**src/rtl/jet_tag_pkg.sv**
```systemverilog
// Shared types and constants for the jet-tag decision stage.
package jet_tag_pkg;

    localparam int unsigned N_CLASS = 5;
    localparam int unsigned WIDTH   = 16;
    localparam int unsigned NFRAC   = 10;
    localparam int unsigned IDX_W   = $clog2(N_CLASS);

    typedef logic signed [WIDTH-1:0] score_t;
    typedef logic [IDX_W-1:0]        class_idx_t;
    typedef logic [WIDTH:0]          margin_t;

    typedef enum logic [1:0] {COLLECT, SCAN, OUT} state_t;

    localparam score_t SCORE_MIN = {1'b1, {(WIDTH-1){1'b0}}};

    // Sign-extend both operands by one bit so the difference cannot overflow.
    function automatic margin_t calc_margin(score_t hi, score_t lo);
        return {hi[WIDTH-1], hi} - {lo[WIDTH-1], lo};
    endfunction

endpackage

```
**src/rtl/jet_tag_hist.sv**
```systemverilog
// Per-class saturating prediction counters with synchronous clear and registered read.
module jet_tag_hist
    import jet_tag_pkg::*;
#(
    parameter int unsigned CNT_W = 32
) (
    input  logic             ap_clk,
    input  logic             ap_rst_n,
    input  logic             inc_i,
    input  class_idx_t       inc_sel_i,
    input  logic             clr_i,
    input  class_idx_t       rd_sel_i,
    output logic [CNT_W-1:0] rd_cnt_o
);

    logic [CNT_W-1:0] cnt_q [N_CLASS];
    logic [CNT_W-1:0] rd_cnt_q;

    always_ff @(posedge ap_clk or negedge ap_rst_n) begin
        if (!ap_rst_n) begin
            for (int k = 0; k < N_CLASS; k++) cnt_q[k] <= '0;
            rd_cnt_q <= '0;
        end else begin
            // Clear takes priority over a coincident increment.
            if (clr_i) begin
                for (int k = 0; k < N_CLASS; k++) cnt_q[k] <= '0;
            end else if (inc_i && (32'(inc_sel_i) < N_CLASS)) begin
                if (cnt_q[inc_sel_i] != '1) cnt_q[inc_sel_i] <= cnt_q[inc_sel_i] + 1'b1;
            end
            rd_cnt_q <= (32'(rd_sel_i) < N_CLASS) ? cnt_q[rd_sel_i] : '0;
        end
    end

    assign rd_cnt_o = rd_cnt_q;

endmodule

```
**src/rtl/jet_tag_decision.sv**
```systemverilog
// Captures per-lane class scores, runs a sequential argmax/top-2 scan, presents the result.
// Optional build feature JET_TAG_HIST_EN adds per-class prediction counters.
module jet_tag_decision
    import jet_tag_pkg::*;
#(
    parameter int unsigned CNT_W = 32
) (
    input  logic                     ap_clk,
    input  logic                     ap_rst_n,
    input  logic [N_CLASS*WIDTH-1:0] score_i,
    input  logic [N_CLASS-1:0]       score_vld_i,
    output logic                     in_ready_o,
    output logic                     overrun_o,
    output logic                     out_valid_o,
    input  logic                     out_ready_i,
    output logic [IDX_W-1:0]         out_class_o,
    output logic [WIDTH-1:0]         out_score_o,
    output logic [WIDTH:0]           out_margin_o,
    input  logic [IDX_W-1:0]         hist_sel_i,
    input  logic                     hist_clr_i,
    output logic [CNT_W-1:0]         hist_cnt_o
);

    localparam class_idx_t LAST_IDX = class_idx_t'(N_CLASS - 1);

    state_t           state_q;
    logic [N_CLASS-1:0] mask_q;
    logic [N_CLASS-1:0] mask_nxt;
    score_t           score_q [N_CLASS];
    class_idx_t       scan_idx_q;
    score_t           max_q, max_d;
    score_t           sec_q, sec_d;
    class_idx_t       cls_q, cls_d;
    score_t           cur;
    logic             overrun_q;
    class_idx_t       out_class_q;
    score_t           out_score_q;
    margin_t          out_margin_q;

    assign mask_nxt = mask_q | score_vld_i;
    assign cur      = score_q[scan_idx_q];

    // One scan step; strict greater-than keeps the lowest index on ties.
    always_comb begin
        max_d = max_q;
        sec_d = sec_q;
        cls_d = cls_q;
        if (scan_idx_q == '0) begin
            max_d = cur;
            sec_d = SCORE_MIN;
            cls_d = '0;
        end else if (cur > max_q) begin
            sec_d = max_q;
            max_d = cur;
            cls_d = scan_idx_q;
        end else if (cur > sec_q) begin
            sec_d = cur;
        end
    end

    always_ff @(posedge ap_clk or negedge ap_rst_n) begin
        if (!ap_rst_n) begin
            state_q      <= COLLECT;
            mask_q       <= '0;
            for (int k = 0; k < N_CLASS; k++) score_q[k] <= '0;
            scan_idx_q   <= '0;
            max_q        <= '0;
            sec_q        <= '0;
            cls_q        <= '0;
            overrun_q    <= 1'b0;
            out_class_q  <= '0;
            out_score_q  <= '0;
            out_margin_q <= '0;
        end else begin
            if ((state_q != COLLECT) && (|score_vld_i)) overrun_q <= 1'b1;
            unique case (state_q)
                COLLECT: begin
                    for (int k = 0; k < N_CLASS; k++) begin
                        if (score_vld_i[k]) score_q[k] <= score_i[k*WIDTH +: WIDTH];
                    end
                    mask_q <= mask_nxt;
                    if (&mask_nxt) begin
                        state_q    <= SCAN;
                        scan_idx_q <= '0;
                    end
                end
                SCAN: begin
                    max_q <= max_d;
                    sec_q <= sec_d;
                    cls_q <= cls_d;
                    if (scan_idx_q == LAST_IDX) begin
                        state_q      <= OUT;
                        out_class_q  <= cls_d;
                        out_score_q  <= max_d;
                        out_margin_q <= calc_margin(max_d, sec_d);
                    end else begin
                        scan_idx_q <= scan_idx_q + 1'b1;
                    end
                end
                OUT: begin
                    if (out_ready_i) begin
                        mask_q  <= '0;
                        state_q <= COLLECT;
                    end
                end
                default: state_q <= COLLECT;
            endcase
        end
    end

    assign in_ready_o   = (state_q == COLLECT);
    assign out_valid_o  = (state_q == OUT);
    assign overrun_o    = overrun_q;
    assign out_class_o  = out_class_q;
    assign out_score_o  = out_score_q;
    assign out_margin_o = out_margin_q;

`ifdef JET_TAG_HIST_EN
    jet_tag_hist #(
        .CNT_W(CNT_W)
    ) u_hist (
        .ap_clk   (ap_clk),
        .ap_rst_n (ap_rst_n),
        .inc_i    (out_valid_o && out_ready_i),
        .inc_sel_i(out_class_o),
        .clr_i    (hist_clr_i),
        .rd_sel_i (hist_sel_i),
        .rd_cnt_o (hist_cnt_o)
    );
`else
    logic unused_hist;
    assign unused_hist = ^{hist_sel_i, hist_clr_i};
    assign hist_cnt_o  = '0;
`endif

endmodule

```
**config.mk**
```make
export PLATFORM = sky130hd
export DESIGN_NAME = jet_tag_decision
export DESIGN_NICKNAME = d
export VERILOG_FILES = /design/src/rtl/jet_tag_pkg.sv /design/src/rtl/jet_tag_hist.sv /design/src/rtl/jet_tag_decision.sv
export SDC_FILE = /design/constraint.sdc
export NUM_CORES = 1
export LEC_CHECK = 0
export CAP_MARGIN = 30
export CORE_MARGIN = 2
export CORE_UTILIZATION = 50
export DETAILED_ROUTE_END_ITERATION = 8
export PLACE_DENSITY = 0.76
export REMOVE_ABC_BUFFERS = 1
export SLEW_MARGIN = 20
export SYNTH_ARGS = -nofsm -noshare
export SYNTH_HDL_FRONTEND = slang
export SYNTH_SLANG_ARGS = --single-unit
```
**constraint.sdc**
```tcl
create_clock -name ap_clk -period 6.1 [get_ports ap_clk]
set_input_delay 1.525 -clock ap_clk [delete_from_list [all_inputs] [get_ports ap_clk]]
set_output_delay 1.525 -clock ap_clk [all_outputs]
set_load 0.02 [all_outputs]
```
* Word level (Yosys, flattened, before mapping)
Index checks and enable logic that the tools add are counted.
** Cells by class
- Add/sub/neg operators :: 2
- Muxes and demuxes :: 19
- Equal/unequal tests :: 7
- Magnitude comparators :: 3
- Bitwise gates (word level) :: 2
- Reduce and logical (&&, ||, !) cells :: 17
** Operator list (number)
- $mux W16 :: 7
- $bmux W16 S3 :: 1
- $gt A16 B16 Y1 :: 2
- $sub A16 B16 Y17 :: 1
- $reduce_and A2 Y1 :: 7
- $mux W3 :: 4
- $pmux W5 S2 :: 1
- $mux W2 :: 3
- $pmux W2 S3 :: 1
- $pmux W3 S2 :: 1
- $reduce_and A3 Y1 :: 2
- $reduce_bool A2 Y1 :: 3
- $mux W5 :: 1
- $or A5 B5 Y5 :: 1
- $reduce_and A5 Y1 :: 1
- $reduce_or A5 Y1 :: 1
- $ge A4 B4 Y1 const B :: 1
- $ne A2 B1 Y1 const B :: 2
- $ne A2 B2 Y1 const B :: 2
- $not A3 Y4 :: 1
- $add A3 B1 Y3 const B :: 1
- $eq A3 B3 Y1 const B :: 1
- $logic_not A3 Y1 :: 1
- $eq A2 B1 Y1 const B :: 1
- 3 further kinds :: 3
** Storage, ports and cells
- Bits of input ports :: 92
- Output and inout port bits :: 71
- Logic and storage cells :: 65
- Register bits after elaboration :: 162

* Longest topological paths before layout
- Depth in word-level cells :: 9
- Depth in mapped cells :: 24
- Depth with buffers taken out :: 22

* Worst setup path before layout
OpenSTA, ideal clock, no wires.
- Path kind :: flip-flop to flip-flop
- Start :: reg scan_idx_q[0]
- End :: reg out_margin_q[16], in the netlist out_margin_o[16]
- Setup time :: 96 ps
- Slack :: 536 ps
- Stages on the path, launching flop included :: 25
- Buffers on the path :: 3
- Arrival time :: 5468 ps
- Clock period less this slack :: 5564 ps
- Required time :: 6004 ps
- Path through :: dfrtp_1 > buf_2 > inv_1 > nor2_1 > clkbuf_1 > a21oi_1 > o21ai_0 > ha_1 > a21o_1 > a21oi_2 > o21ai_2 > a2111oi_4 > mux2i_4 > buf_2 > mux2i_1 > ha_1 > inv_1 > fa_1 > a21o_1 > a21o_1 > a211oi_1 > o21a_1 > nand2b_1 > a211oi_1 > o31ai_1
** Between the ends
- Longest elaborated chain between the ends :: 9
- Elaborated cells between the ends (all ways) :: 15
- Classes of those cells :: add/sub: 1; order compare: 2; eq/ne: 1; mux: 8; bitwise: 1; reduce/logical: 2
** RTL lines
- from (decl) :: RTL line jet_tag_decision.sv:30 : class_idx_t scan_idx_q;
- from (signal assigned) :: RTL line jet_tag_decision.sv:97 : scan_idx_q <= scan_idx_q + 1'b1;
- $not A3 Y4 (implied by the code) :: RTL line jet_tag_decision.sv:41 : assign cur = score_q[scan_idx_q];
- $bmux W16 S3 :: RTL line jet_tag_decision.sv:41
- $mux W16 (implied by the code) (2 in a row) :: RTL line jet_tag_decision.sv:41
- $gt A16 B16 Y1 :: RTL line jet_tag_decision.sv:56 : end else if (cur > sec_q) begin
- $mux W16 :: RTL line jet_tag_decision.sv:56
- $mux W16 :: RTL line jet_tag_decision.sv:52 : end else if (cur > max_q) begin
- $mux W16 :: RTL line jet_tag_decision.sv:48 : if (scan_idx_q == '0) begin
- $sub A16 B16 Y17 :: RTL line jet_tag_pkg.sv:19 : return {hi[WIDTH-1], hi} - {lo[WIDTH-1], lo};
- to (signal assigned) :: RTL line jet_tag_decision.sv:95 : out_margin_q <= calc_margin(max_d, sec_d);
- to (decl) :: RTL line jet_tag_decision.sv:38 : margin_t out_margin_q;
Several ways; a longest one is shown, not always the timed one. The select of a mux whose other input is x is not followed.
A chain may end at the register's enable or synchronous reset.

* Worst setup path after layout
Same ends and word-level chain as after synthesis.

==> out/summary.txt <==
CTS Buffer Depth = 2
Final hold vios = 0
Largest fanout on the critical path = 15
Dpl cells = 1,194
Mean Syn Cell Area = 10.99 sq um
Routed length per placed instance = 17.37 um
Reg clk slew, reported paths = 0.07 ns
First-pass iteration count of the detailed router = 5
Filler cells = 1,441
Synth Flop Type = dfrtp_1
# rows = 49
RSZ-0062 raised after global routing = no
Sink Count = 162
Part of the Yosys area used for sequential elements = 44.01%
Largest net degree at the start of global routing = 88
Die width = 139.7 um
All-Layer GR Usage = 22.79%
Flop2flop setup slack = 0.36 ns
Post-synth top area share = 44.01%
Hold Crit Start = out_margin_o[8]
CTS root buffer = clkbuf_16
Tightest Pin Transition = 0.8573 ns
Gate Count Post-Synth = 838
Final WL = 21,310 um
First-pass GRT wire length = 35,340 um
R2R Path Start = scan_idx_q[0]
Main area contributors after synthesis = dfrtp_1 (44%), mux2_2 (15%), ha_1 (6.8%)
WS Path Type = flop to flop
CTS tree = done
Max Slew Vio Count = 0
Hold Path Sink = out_margin_o[8]
DP Wirelength = 15,670 um
Arrival @ worst endpoint = 6.08 ns
Leading cell type by number of instances after synthesis = dfrtp_1
DRC = 0
ANT nets after route = 0
Diode count = 0
CTS resizes = 0
Layout cells sized above 1 = 23.05%
Worst Hold Class = flop to flop
Vias in the first global route = 6,875
Commonest cells post-synth = dfrtp_1 (162), mux2_2 (125), o21ai_0 (67), nand2_1 (56), ha_1 (50)
Core Area = 0.01802 sq mm
Clock Latency Late Sink = 0.44 ns
Overflow after GRT = 0
CP required = 6.44 ns
Setup violators final = 0
H-tree Lvls = 4
CTS buffer count = 17
DIE AREA = 0.01952 sq mm
Max cap viols = 0
Netlist cell types = 57
Die Y = 139.7 um
Synthesis-to-layout area growth = 24.12%
Reg-to-reg endpoint = out_margin_o[16]
Seq cells post-synth = 162
Post-synth top area cell = dfrtp_1
Post-synth EDFFs = 0
DR iter-0 viols = 419
Critical Path Source Type = flop
Hold-fix buffers, CTS = 0
Status = finished clean
Cell depth of the worst flop-to-flop path = 22
Io pins = 163
Cell Area, Synth = 0.009211 sq mm
Average vias per placed instance = 5.470
Post-layout instance count excluding filler cells = 1,227
F_max = 0.1742 GHz
Via Count = 6,712
Initial Util = 51.10%
WHS Path Cells = 2
Yosys warning count = 0
Crit share post-route = 94.12%
Post-synth ARST share = 100.0%
Min Clock Period, post-route = 5.741 ns
CP endpoint kind = flop
Layout Skew = 0.01628 ns
Post-CTS setup buffers = 0
Layout net count = 1,128
Port bufs = 126
Placer Congestion = 0.8426
Antenna violations before repair = 0
Relative slew slack = 42.84%
## area by class of cell
cell class / instances / area, sq um / share of cell area (%)
sequential: 162 / 4054 / 35.46
clock buffer: 17 / 425.4 / 3.721
tap: 229 / 286.5 / 2.506
multi-input combinational: 598 / 4716 / 41.25
clock inverter: 15 / 182.7 / 1.598
inverter: 39 / 146.4 / 1.280
timing repair buffer: 167 / 1623 / 14.19
## metrics by stage
step / setup slack (ns) / instance area, sq um / setup TNS [ns] / util (%) / hold slack [ns]
6_report: 0.3589 / 11430 / 0 / 63.43 / 0.4786
3_5_place_dp: 0.5150 / 10810 / 0 / 59.98 / 0.4646
2_1_floorplan: -0.4530 / 8914 / -3.437 / - / 0.4505
5_1_grt: 0.1465 / 11430 / 0 / 63.43 / 0.5017
4_1_cts: 0.4054 / 11420 / 0 / 63.35 / 0.4849
3_3_place_gp: 0.5379 / 10800 / 0 / 59.89 / 0.4520
## worst max-delay path: stages (launching register included)
cell and delay, ns:
dfrtp_1 0.46, inv_1 0.12, nor2_1 0.24, buf_12 0.18, a21oi_1 0.12, o21ai_0 0.39, ha_1 0.34, a21o_1 0.20
a21oi_2 0.14, o21ai_2 0.08, a2111oi_4 0.45, mux2i_4 0.38, mux2i_1 0.29, ha_1 0.23, inv_1 0.06, fa_1 0.41
a21o_1 0.19, a21o_1 0.21, a211oi_1 0.33, o21a_1 0.32, nand2b_1 0.14, a211oi_1 0.07, o31ai_1 0.26
## layer usage
metal / wire, um / GRT usage (%) / vias up
li1: - / - / 3210
met1: 9266 / 30.00 / 3251
met2: 10600 / 38.74 / 220
met3: 1057 / 4.439 / 31
met4: 389 / 6.000 / 0
met5: 0 / 0 / -
## worst max path at each step
stage	from	to	slack [ns]
floorplan	scan_idx_q[0]	out_margin_o[16]	-0.45
global placement	scan_idx_q[0]	out_margin_o[16]	0.54
detailed placement	scan_idx_q[0]	out_margin_o[16]	0.51
CTS	scan_idx_q[0]	out_margin_o[16]	0.41
global route	scan_idx_q[0]	out_margin_o[16]	0.15
finish	scan_idx_q[0]	out_margin_o[16]	0.36
## cells in the final DEF, fill, tap and decap left out, types with 3 or more instances in the layout
master / Yosys / final
nor2_1: 40 / 39
a21oi_1: 42 / 42
nor2b_1: 5 / 5
a211oi_1: 3 / 3
nand4_1: 5 / 5
buf_12: 0 / 3
mux2_2: 125 / 125
and2_1: 6 / 6
mux2_4: 18 / 18
conb_1: 1 / 32
clkdlybuf4s50_1: 0 / 125
a22oi_1: 14 / 14
xnor2_1: 7 / 7
clkinv_8: 0 / 4
inv_1: 39 / 39
mux2i_1: 35 / 35
inv_8: 0 / 6
inv_6: 0 / 3
nand2_1: 56 / 56
dfrtp_1: 162 / 162
clkbuf_16: 0 / 17
a21o_1: 11 / 11
o21a_1: 3 / 3
a221oi_1: 3 / 3
ha_1: 50 / 50
or3_1: 15 / 15
a22o_1: 3 / 3
xor2_1: 8 / 8
nand2b_1: 6 / 6
buf_4: 32 / 36
o21ai_0: 67 / 67
nand3_1: 5 / 5
o22ai_1: 3 / 3
## sequential cells by signal, indices dropped and copies added, names as in the netlist
name and cells:
sec_q 16, out_score_o 16, mask_q 5, cls_q 3, out_class_o 3, out_margin_o 17, max_q 16, state_q 2
overrun_o 1, score_q 80, scan_idx_q 3
## cells by family (layout without fill, tap and decap cells)
logic type / count (synthesis) / in the layout / synth area share (%)
buffers and inverters: 109 / 238 / 6.085
AND/OR/NAND/NOR: 148 / 148 / 7.417
adder cells (fa/ha/maj): 51 / 51 / 7.009
multiplexers: 179 / 179 / 22.26
other: 1 / 32 / 0.04071
AO/OA/AOI/OAI: 173 / 173 / 11.75
flip-flops: 162 / 162 / 44.01
XOR/XNOR: 15 / 15 / 1.426
Power is left out: the tool's default activity adds up to more than one toggle a clock period on the data nets, which glitch-free logic cannot reach.
